**src/rtl/program_loader_pkg.sv**
```systemverilog
// ---------------------------------------------------------------------------
// program_loader_pkg
// Shared definitions for the program loader: the loader FSM state encoding
// and the byte order of the loader stream.
// No ports (package).
// ---------------------------------------------------------------------------
package program_loader_pkg;

   typedef enum logic [2:0] {
      IDLE  = 3'd0,
      CLEAR = 3'd1,
      COUNT = 3'd2,
      DATA  = 3'd3,
      WRITE = 3'd4,
      CHECK = 3'd5,
      DONE  = 3'd6,
      ERROR = 3'd7
   } loaderState_e;

   // Stream words arrive most significant byte first.
   localparam bit STREAM_MSB_FIRST = 1'b1;
   localparam int BYTES_PER_WORD   = 4;

endpackage

```
**src/rtl/program_loader_word_assembler.sv**
```systemverilog
// ---------------------------------------------------------------------------
// loader_word_assembler
// Collects stream bytes into a 32-bit word using a 4-byte shift register and
// a byte counter.
// Ports:
//   clk          system clock
//   rstN         synchronous active-low reset
//   clear        drop any partial word and restart the byte count
//   shiftEn      a byte is accepted this cycle
//   byteIn       stream byte
//   nextWord     shift register contents including the current byteIn
//   wordComplete the byte accepted this cycle completes a word
// ---------------------------------------------------------------------------
module loader_word_assembler
   import program_loader_pkg::*;
(
   input  logic        clk,
   input  logic        rstN,
   input  logic        clear,
   input  logic        shiftEn,
   input  logic [7:0]  byteIn,
   output logic [31:0] nextWord,
   output logic        wordComplete
);

   logic [31:0] shiftReg;
   logic [1:0]  byteCnt;

   always_comb begin
      if (STREAM_MSB_FIRST) nextWord = {shiftReg[23:0], byteIn};
      else                  nextWord = {byteIn, shiftReg[31:8]};
   end

   // Combinational so the FSM can leave DATA on the same edge that takes
   // the last byte of the word.
   assign wordComplete = shiftEn && (byteCnt == 2'(BYTES_PER_WORD - 1));

   // The 2-bit counter wraps to 0 after the 4th byte, ready for the next word.
   always_ff @(posedge clk) begin
      if (!rstN || clear) begin
         shiftReg <= '0;
         byteCnt  <= '0;
      end else if (shiftEn) begin
         shiftReg <= nextWord;
         byteCnt  <= byteCnt + 2'd1;
      end
   end

endmodule

```
**src/rtl/program_loader.sv**
```systemverilog
// ---------------------------------------------------------------------------
// program_loader
// Receives a program over a byte stream (word count, then words MSB first)
// and writes it into instruction memory, then raises start.
// Optional feature macro: LOADER_CHECKSUM_EN adds a trailer byte that must
// equal the XOR of the count byte and all data bytes.
// Parameters:
//   MAX_WORDS      instruction memory depth in 32-bit words
// Ports:
//   clk            system clock
//   rstN           synchronous active-low reset
//   loadReq        one-cycle request to start a load
//   byteIn         stream data
//   byteValid      byteIn is valid
//   byteReady      loader accepts byteIn (transfer when valid & ready)
//   resetInstMem   one-cycle instruction memory clear pulse
//   wrInstMem      instruction memory write strobe
//   writeInstAddr  byte address of the write
//   writeInstData  data of the write
//   start          a program is loaded
//   busy           a load is in progress
//   loadErr        the last load failed
// ---------------------------------------------------------------------------
module program_loader
   import program_loader_pkg::*;
#(
   parameter int MAX_WORDS = 11
)
(
   input  logic        clk,
   input  logic        rstN,
   input  logic        loadReq,
   input  logic [7:0]  byteIn,
   input  logic        byteValid,
   output logic        byteReady,
   output logic        resetInstMem,
   output logic        wrInstMem,
   output logic [31:0] writeInstAddr,
   output logic [31:0] writeInstData,
   output logic        start,
   output logic        busy,
   output logic        loadErr
);

   loaderState_e state;
   logic [7:0]   idx;
   logic [7:0]   wordCount;
   logic [7:0]   idxNext;
   logic [8:0]   maxN;
   logic         accept;
   logic         wordComplete;
   logic [31:0]  nextWord;
`ifdef LOADER_CHECKSUM_EN
   logic [7:0]   checksum;
`endif

   assign accept  = byteValid && byteReady;
   assign idxNext = idx + 8'd1;
   assign maxN    = 9'(MAX_WORDS);

   loader_word_assembler uAssembler (
      .clk          (clk),
      .rstN         (rstN),
      .clear        (state == CLEAR),
      .shiftEn      (accept && (state == DATA)),
      .byteIn       (byteIn),
      .nextWord     (nextWord),
      .wordComplete (wordComplete)
   );

   // All outputs are registered and updated on the edge that enters the
   // state they belong to.
   always_ff @(posedge clk) begin
      if (!rstN) begin
         state         <= IDLE;
         idx           <= '0;
         wordCount     <= '0;
         byteReady     <= 1'b0;
         resetInstMem  <= 1'b0;
         wrInstMem     <= 1'b0;
         writeInstAddr <= '0;
         writeInstData <= '0;
         start         <= 1'b0;
         busy          <= 1'b0;
         loadErr       <= 1'b0;
`ifdef LOADER_CHECKSUM_EN
         checksum      <= '0;
`endif
      end else begin
         resetInstMem <= 1'b0;
         wrInstMem    <= 1'b0;
         case (state)
            IDLE, DONE, ERROR: begin
               if (loadReq) begin
                  state        <= CLEAR;
                  resetInstMem <= 1'b1;
                  start        <= 1'b0;
                  loadErr      <= 1'b0;
                  busy         <= 1'b1;
               end
            end
            CLEAR: begin
               state     <= COUNT;
               byteReady <= 1'b1;
               idx       <= '0;
            end
            COUNT: begin
               if (accept) begin
                  wordCount <= byteIn;
`ifdef LOADER_CHECKSUM_EN
                  checksum  <= byteIn;
`endif
                  if (byteIn == 8'd0) begin
`ifdef LOADER_CHECKSUM_EN
                     state     <= CHECK;
`else
                     state     <= DONE;
                     byteReady <= 1'b0;
                     busy      <= 1'b0;
                     start     <= 1'b1;
`endif
                  end else if ({1'b0, byteIn} > maxN) begin
                     state     <= ERROR;
                     byteReady <= 1'b0;
                     busy      <= 1'b0;
                     loadErr   <= 1'b1;
                  end else begin
                     state <= DATA;
                  end
               end
            end
            DATA: begin
               if (accept) begin
`ifdef LOADER_CHECKSUM_EN
                  checksum <= checksum ^ byteIn;
`endif
                  if (wordComplete) begin
                     state         <= WRITE;
                     byteReady     <= 1'b0;
                     wrInstMem     <= 1'b1;
                     writeInstAddr <= {22'd0, idx, 2'b00};
                     writeInstData <= nextWord;
                  end
               end
            end
            WRITE: begin
               idx <= idxNext;
               if (idxNext < wordCount) begin
                  state     <= DATA;
                  byteReady <= 1'b1;
               end else begin
`ifdef LOADER_CHECKSUM_EN
                  state     <= CHECK;
                  byteReady <= 1'b1;
`else
                  state     <= DONE;
                  busy      <= 1'b0;
                  start     <= 1'b1;
`endif
               end
            end
`ifdef LOADER_CHECKSUM_EN
            CHECK: begin
               if (accept) begin
                  byteReady <= 1'b0;
                  busy      <= 1'b0;
                  if (byteIn == checksum) begin
                     state <= DONE;
                     start <= 1'b1;
                  end else begin
                     state   <= ERROR;
                     loadErr <= 1'b1;
                  end
               end
            end
`endif
            default: state <= IDLE;
         endcase
      end
   end

endmodule

```
**config.mk**
```make
export PLATFORM = sky130hd
export DESIGN_NAME = program_loader
export DESIGN_NICKNAME = d
export VERILOG_FILES = /design/src/rtl/program_loader_pkg.sv /design/src/rtl/program_loader_word_assembler.sv /design/src/rtl/program_loader.sv
export SDC_FILE = /design/constraint.sdc
export NUM_CORES = 1
export LEC_CHECK = 0
export CORE_UTILIZATION = 46
export DETAILED_ROUTE_END_ITERATION = 8
export PLACE_DENSITY_LB_ADDON = 0.15
export SYNTH_ARGS = -nofsm -noshare
export SYNTH_HDL_FRONTEND = slang
export SYNTH_SLANG_ARGS = --single-unit
```
**constraint.sdc**
```tcl
create_clock -name clk -period 2.8 [get_ports clk]
set_input_delay 0.28 -clock clk [delete_from_list [all_inputs] [get_ports clk]]
set_output_delay 0.28 -clock clk [all_outputs]
set_load 0.02 [all_outputs]
```
======== Word-level counts from Yosys, hierarchy flattened ========
Index checks and enable logic that the tools add are counted.
operators by class
  add/sub/neg operators ................... 2
  $lt $le $gt $ge ......................... 2
  equal/unequal tests ..................... 17
  multiplexer cells ....................... 30
  reductions and logical operators ........ 21
operator list
  operator             count
  $mux 3               7
  $mux 1               17
  $ne 2x2->1 const B   8
  $pmux 8 s2           1
  $pmux 3 s5           1
  $reduce_and 5->1     3
  $eq 3x3->1 const B   3
  $add 8x1->8 const B  1
  $gt 8x4->1 const B   1
  $logic_not 8->1      1
  $lt 8x8->1           1
  $eq 3x2->1 const B   2
  $pmux 1 s3           2
  $reduce_and 3->1     2
  $reduce_and 6->1     1
  $pmux 1 s4           1
  $reduce_and 2->1     2
  $reduce_and 4->1     1
  $reduce_bool 2->1    2
  $reduce_bool 4->1    1
  $eq 3x1->1 const B   1
  $logic_and 1x1->1    3
  $logic_not 3->1      1
  $ne 3x3->1 const B   1
  8 further kinds      8
storage, ports and cells
  register bits after elaboration ......... 91
  output and inout port bits .............. 70
  word-level logic and storage cells ...... 85

======== Depth between registers and ports, before layout ========
  depth in word-level cells ............... 6
  gate-level depth with buffers ........... 11
  depth with buffers taken out ............ 10

======== Hierarchy ========
A second synthesis with hierarchy kept.
unflattened totals
  cell total of the unflattened synthesis .. 490
  area, all modules ....................... 4127.7 um^2
by module, submodules not included
  module                 times used  cells each  area each (um^2)  seq. area each (um^2)
  program_loader         1           395         3080.5            1301.2
  loader_word_assembler  1           95          1047.3            520.5

======== Least setup slack after synthesis ========
Ideal clock, no wire load.
  path type ............................... flip-flop to flip-flop
  start ................................... reg idx[2]
  end ..................................... reg busy
  setup time .............................. 122 ps
  arrival time ............................ 2472 ps
  setup slack ............................. 207 ps
  cell stages (with the launch flop) ...... 12
  path buffers ............................ 1
  cell sequence ........................... dfxtp_1 clkbuf_1 and3_1 nand3_1 nor2_1 xor2_1 ha_1 nand2_1 or3_1 o221a_1 and3_1 o311a_1
on the way
  word-level cells in the longest chain between the ends .. 4
ends and longest elaborated chain
  item                               RTL line               RTL
  start: declaration                 program_loader.sv:46   logic [7:0] idx;
  start signal: assignment           program_loader.sv:147  idx <= idxNext;
  $add 8x1->8                        program_loader.sv:58   assign idxNext = idx + 8'd1;
  $lt 8x8->1                         program_loader.sv:148  if (idxNext < wordCount) begin
  $ne 2x2->1 (no source line)        --
  $reduce_and 5->1 (no source line)  --
  end signal: assignment             program_loader.sv:84   busy <= 1'b0;
  end signal: assignment             program_loader.sv:99   busy <= 1'b1;
  end signal: assignment             program_loader.sv:157  busy <= 1'b0;
  end: declaration                   program_loader.sv:41   output logic busy,
No other way between the ends.
A chain may end at the register's enable or synchronous reset.

======== Final worst setup path ========
  start ................................... reg idx[0]
  end ..................................... reg busy
The elaborated chain is that of the path after synthesis.

==> reports/results.ini <==
[finish]
nFillCells=799
syn2layout_area_growth_pct=20.5
final_design_area_no_fill_um2=4820
drive_gt1_frac=0.0819
finalNonFillerCells=679
diodes=0
final_nets=590

[hold_path]
hold_depth=2
hp-start=uAssembler.shiftReg[19]
whs_endpoint=writeInstData[27]
hp-class=register to register

[die]
dieArea_um2=9080
fp.dieW_um=95.3
initial_core_util=0.482
fp-row-count=33
core_area_um2=8300
dieHeight_um=95.3
ios=82

[timing]
rsz0062_at_grt=no
tightest_slew_ns=0.584
skew_ns=0.00672
tns_ns=0
hold_violations=0
maxSlewViolCount=0
relSlewSlack=0.607
fmax_mhz=382
finalSetupViolCount=0
min_period_ns=2.62
period_share=0.935

[clocking]
postCtsHoldBufs=0
clk_pin_slew_ns=0.10
clk_latency_ns=0.36
cts_tree=yes
cts_max_level=3
cts_sinks=91
root_buffer=clkbuf_8
numCtsBuffers=9
cts.path.max_buffers=2

[drt]
dr.pass1.iters=4
route.met3.wl_um=480
via_per_inst=5.21
topRoutingLayerUsed=met4
drt-total-wl_mm=9.56
drtAntennaViolNets=0
wirelength_met1_mm=4.76
wl_per_cell_um=14.1
drc_errors=0
vias=3536
drt_iter0_drc=117
met2_length_mm=4.22

[setup_path]
worst_path_max_delay_cell=dfxtp_2
critPathArrivalTime_ns=2.87
required_ns=3.05
criticalPathCategory=register to register
cp_top_family=simple AND/OR/NAND/NOR gates
path_cells=and3_1 > nand3_2 > nor2_1 > xor2_1 > ha_1 > nand2_1 > or3_1 > o221a_1 > and3_1 > o311a_1
reg2reg_to=busy
worstSetupEndpointType=register
max_stage_delay_ns=0.41
r2r_cells=10
critPathBufInv=0
r2r_start=idx[0]
cp_common_cell=and3_1
worstPathMaxFanout=8
startpoint_type=register
reg2reg_slack_ns=0.18

[global_routing]
antenna_found_initial=0
grt_pass1_vias=3120
grt-ovfl-total=0
grt_pass1_wl_mm=15.5
grt_max_degree=35
grt_use_total=0.225

[outcome]
status=finished, final reports clean

[power]
total_power_w=0.00301
leakagePower_nw=1.69
p_per_area_nw_per_um2=625
ir_worst_vdd_mv=0.400

[synthesis]
synthCells=517
ys_warn_count=0
synth-seq-cells=91
synthArstFlopShare=0
synth_cell_type_count=47
ys_seq_area_frac=0.455
synth.avg_cell_area_um2=7.74
synth-edff-count=0
ys.flop_type=dfxtp_1
synth_area_um2=4000

[place]
gp_congestion=0.814
dp.cells=663
hpwl_mm=6.55
io_buffers=57
dpl_cell_area_um2=4610

[flow_run]
maxCapViolations=0

what timing repair did:
item | 4_1_cts | 5_1_grt
resized for setup | 0 | 3
setup buffers | 0 | 0
endpoints found under the setup margin | 0 | 5
kinds of logic (layout without fill, tap and decap cells):
family	count (synthesis)	count (layout)	synth area share
AND/OR/NAND/NOR	209	209	0.221
other	1	24	0.000937
adder cells (fa/ha/maj)	9	9	0.0281
flip-flops	91	91	0.455
buffers and inverters	69	103	0.0907
AO/OA/AOI/OAI	129	129	0.184
multiplexers	2	2	0.00500
XOR/XNOR	7	7	0.0153
layout make-up:
cell class,count,area [um^2],area share
tap,105,131,0.0273
clock inverter,6,73.8,0.0153
inverter,11,41.3,0.00857
multi-input combinational,380,1910,0.396
sequential,91,1820,0.379
clock buffer,10,128,0.0265
timing repair buffer,76,713,0.148
worst reg2reg max path, stage by stage, from the launching register on:
cell,delay [ns]
dfxtp_2,0.41
and3_1,0.22
nand3_2,0.15
nor2_1,0.17
xor2_1,0.09
ha_1,0.30
nand2_1,0.07
or3_1,0.30
o221a_1,0.34
and3_1,0.21
o311a_1,0.28
worst max path at each step:
stage | from | endpoint | cells after the start
floorplan | idx[2] | busy | 11
global placement | idx[0] | busy | 10
detailed placement | idx[0] | busy | 10
CTS | idx[0] | busy | 10
global route | idx[0] | busy | 10
finish | idx[0] | busy | 10
routing by layer:
layer | up-vias | GRT usage
met5 | - | 0
met4 | 0 | 0.0707
met3 | 9 | 0.0391
met2 | 115 | 0.336
met1 | 1632 | 0.328
li1 | 1780 | -
cell usage in the layout, fill, tap and decap left out, types with 2 or more instances in the layout:
cell             count
a211oi_1             2
a21oi_1             86
a22oi_1              4
a31oi_1              2
and2_1               2
and3_1               3
buf_4               19
clkbuf_8             9
clkdlybuf4s50_1     57
clkinv_1             2
clkinvlp_4           2
conb_1              24
dfxtp_1             89
dfxtp_2              2
ha_1                 9
inv_1                8
mux2i_1              2
nand2_1            156
nand2b_1             3
nand3_1              6
nand4_1              2
nand4b_1             2
nor2_1              16
nor2b_1              4
nor3_1               6
nor4_1               2
nor4_2               2
o21a_1               4
o21ai_0             19
xnor2_1              4
xor2_1               3
Yosys cell counts (4+ instances only):
| master | n | area, um^2 |
|---|---|---|
| buf_4 | 25 | 188 |
| nand3_1 | 7 | 35.0 |
| o21ai_0 | 19 | 95.1 |
| nor3_1 | 6 | 30.0 |
| xnor2_1 | 4 | 35.0 |
| nor2_1 | 16 | 60.1 |
| o21a_1 | 4 | 30.0 |
| ha_1 | 9 | 113 |
| dfxtp_1 | 91 | 1820 |
| a22oi_1 | 4 | 30.0 |
| nand2_1 | 156 | 586 |
| nor2b_1 | 4 | 25.0 |
| buf_2 | 8 | 40.0 |
| inv_1 | 8 | 30.0 |
| a21oi_1 | 86 | 430 |
| clkbuf_1 | 24 | 90.1 |
registers in the layout (all words and copies together) (netlist names):
register             flops
wrInstMem                1
byteReady                1
uAssembler.shiftReg     24
uAssembler.byteCnt       2
busy                     1
writeInstData           32
writeInstAddr            8
idx                      8
loadErr                  1
state                    3
wordCount                8
start                    1
resetInstMem             1
per-stage QoR:
| stage | setup WS [ns] | hold WS (ns) | utilization |
|---|---|---|---|
| 6_report | 0.181 | 0.457 | 0.581 |
| 5_1_grt | 0.0211 | 0.471 | 0.581 |
| 4_1_cts | 0.0364 | 0.459 | 0.580 |
| 3_5_place_dp | 0.0757 | 0.447 | 0.556 |
| 3_3_place_gp | 0.118 | 0.440 | 0.556 |
| 2_1_floorplan | 0.207 | 0.416 | - |
power by group:
part / total (W) / internal, W / switching [W] / leakage, nW
Sequential: 0.00138 / 0.00134 / 0.0000343 / 0.735
Combinational: 0.000718 / 0.000248 / 0.000470 / 0.858
Clock: 0.000918 / 0.000424 / 0.000494 / 0.0950
No activity file was read; power rests on OpenSTA's default activity.
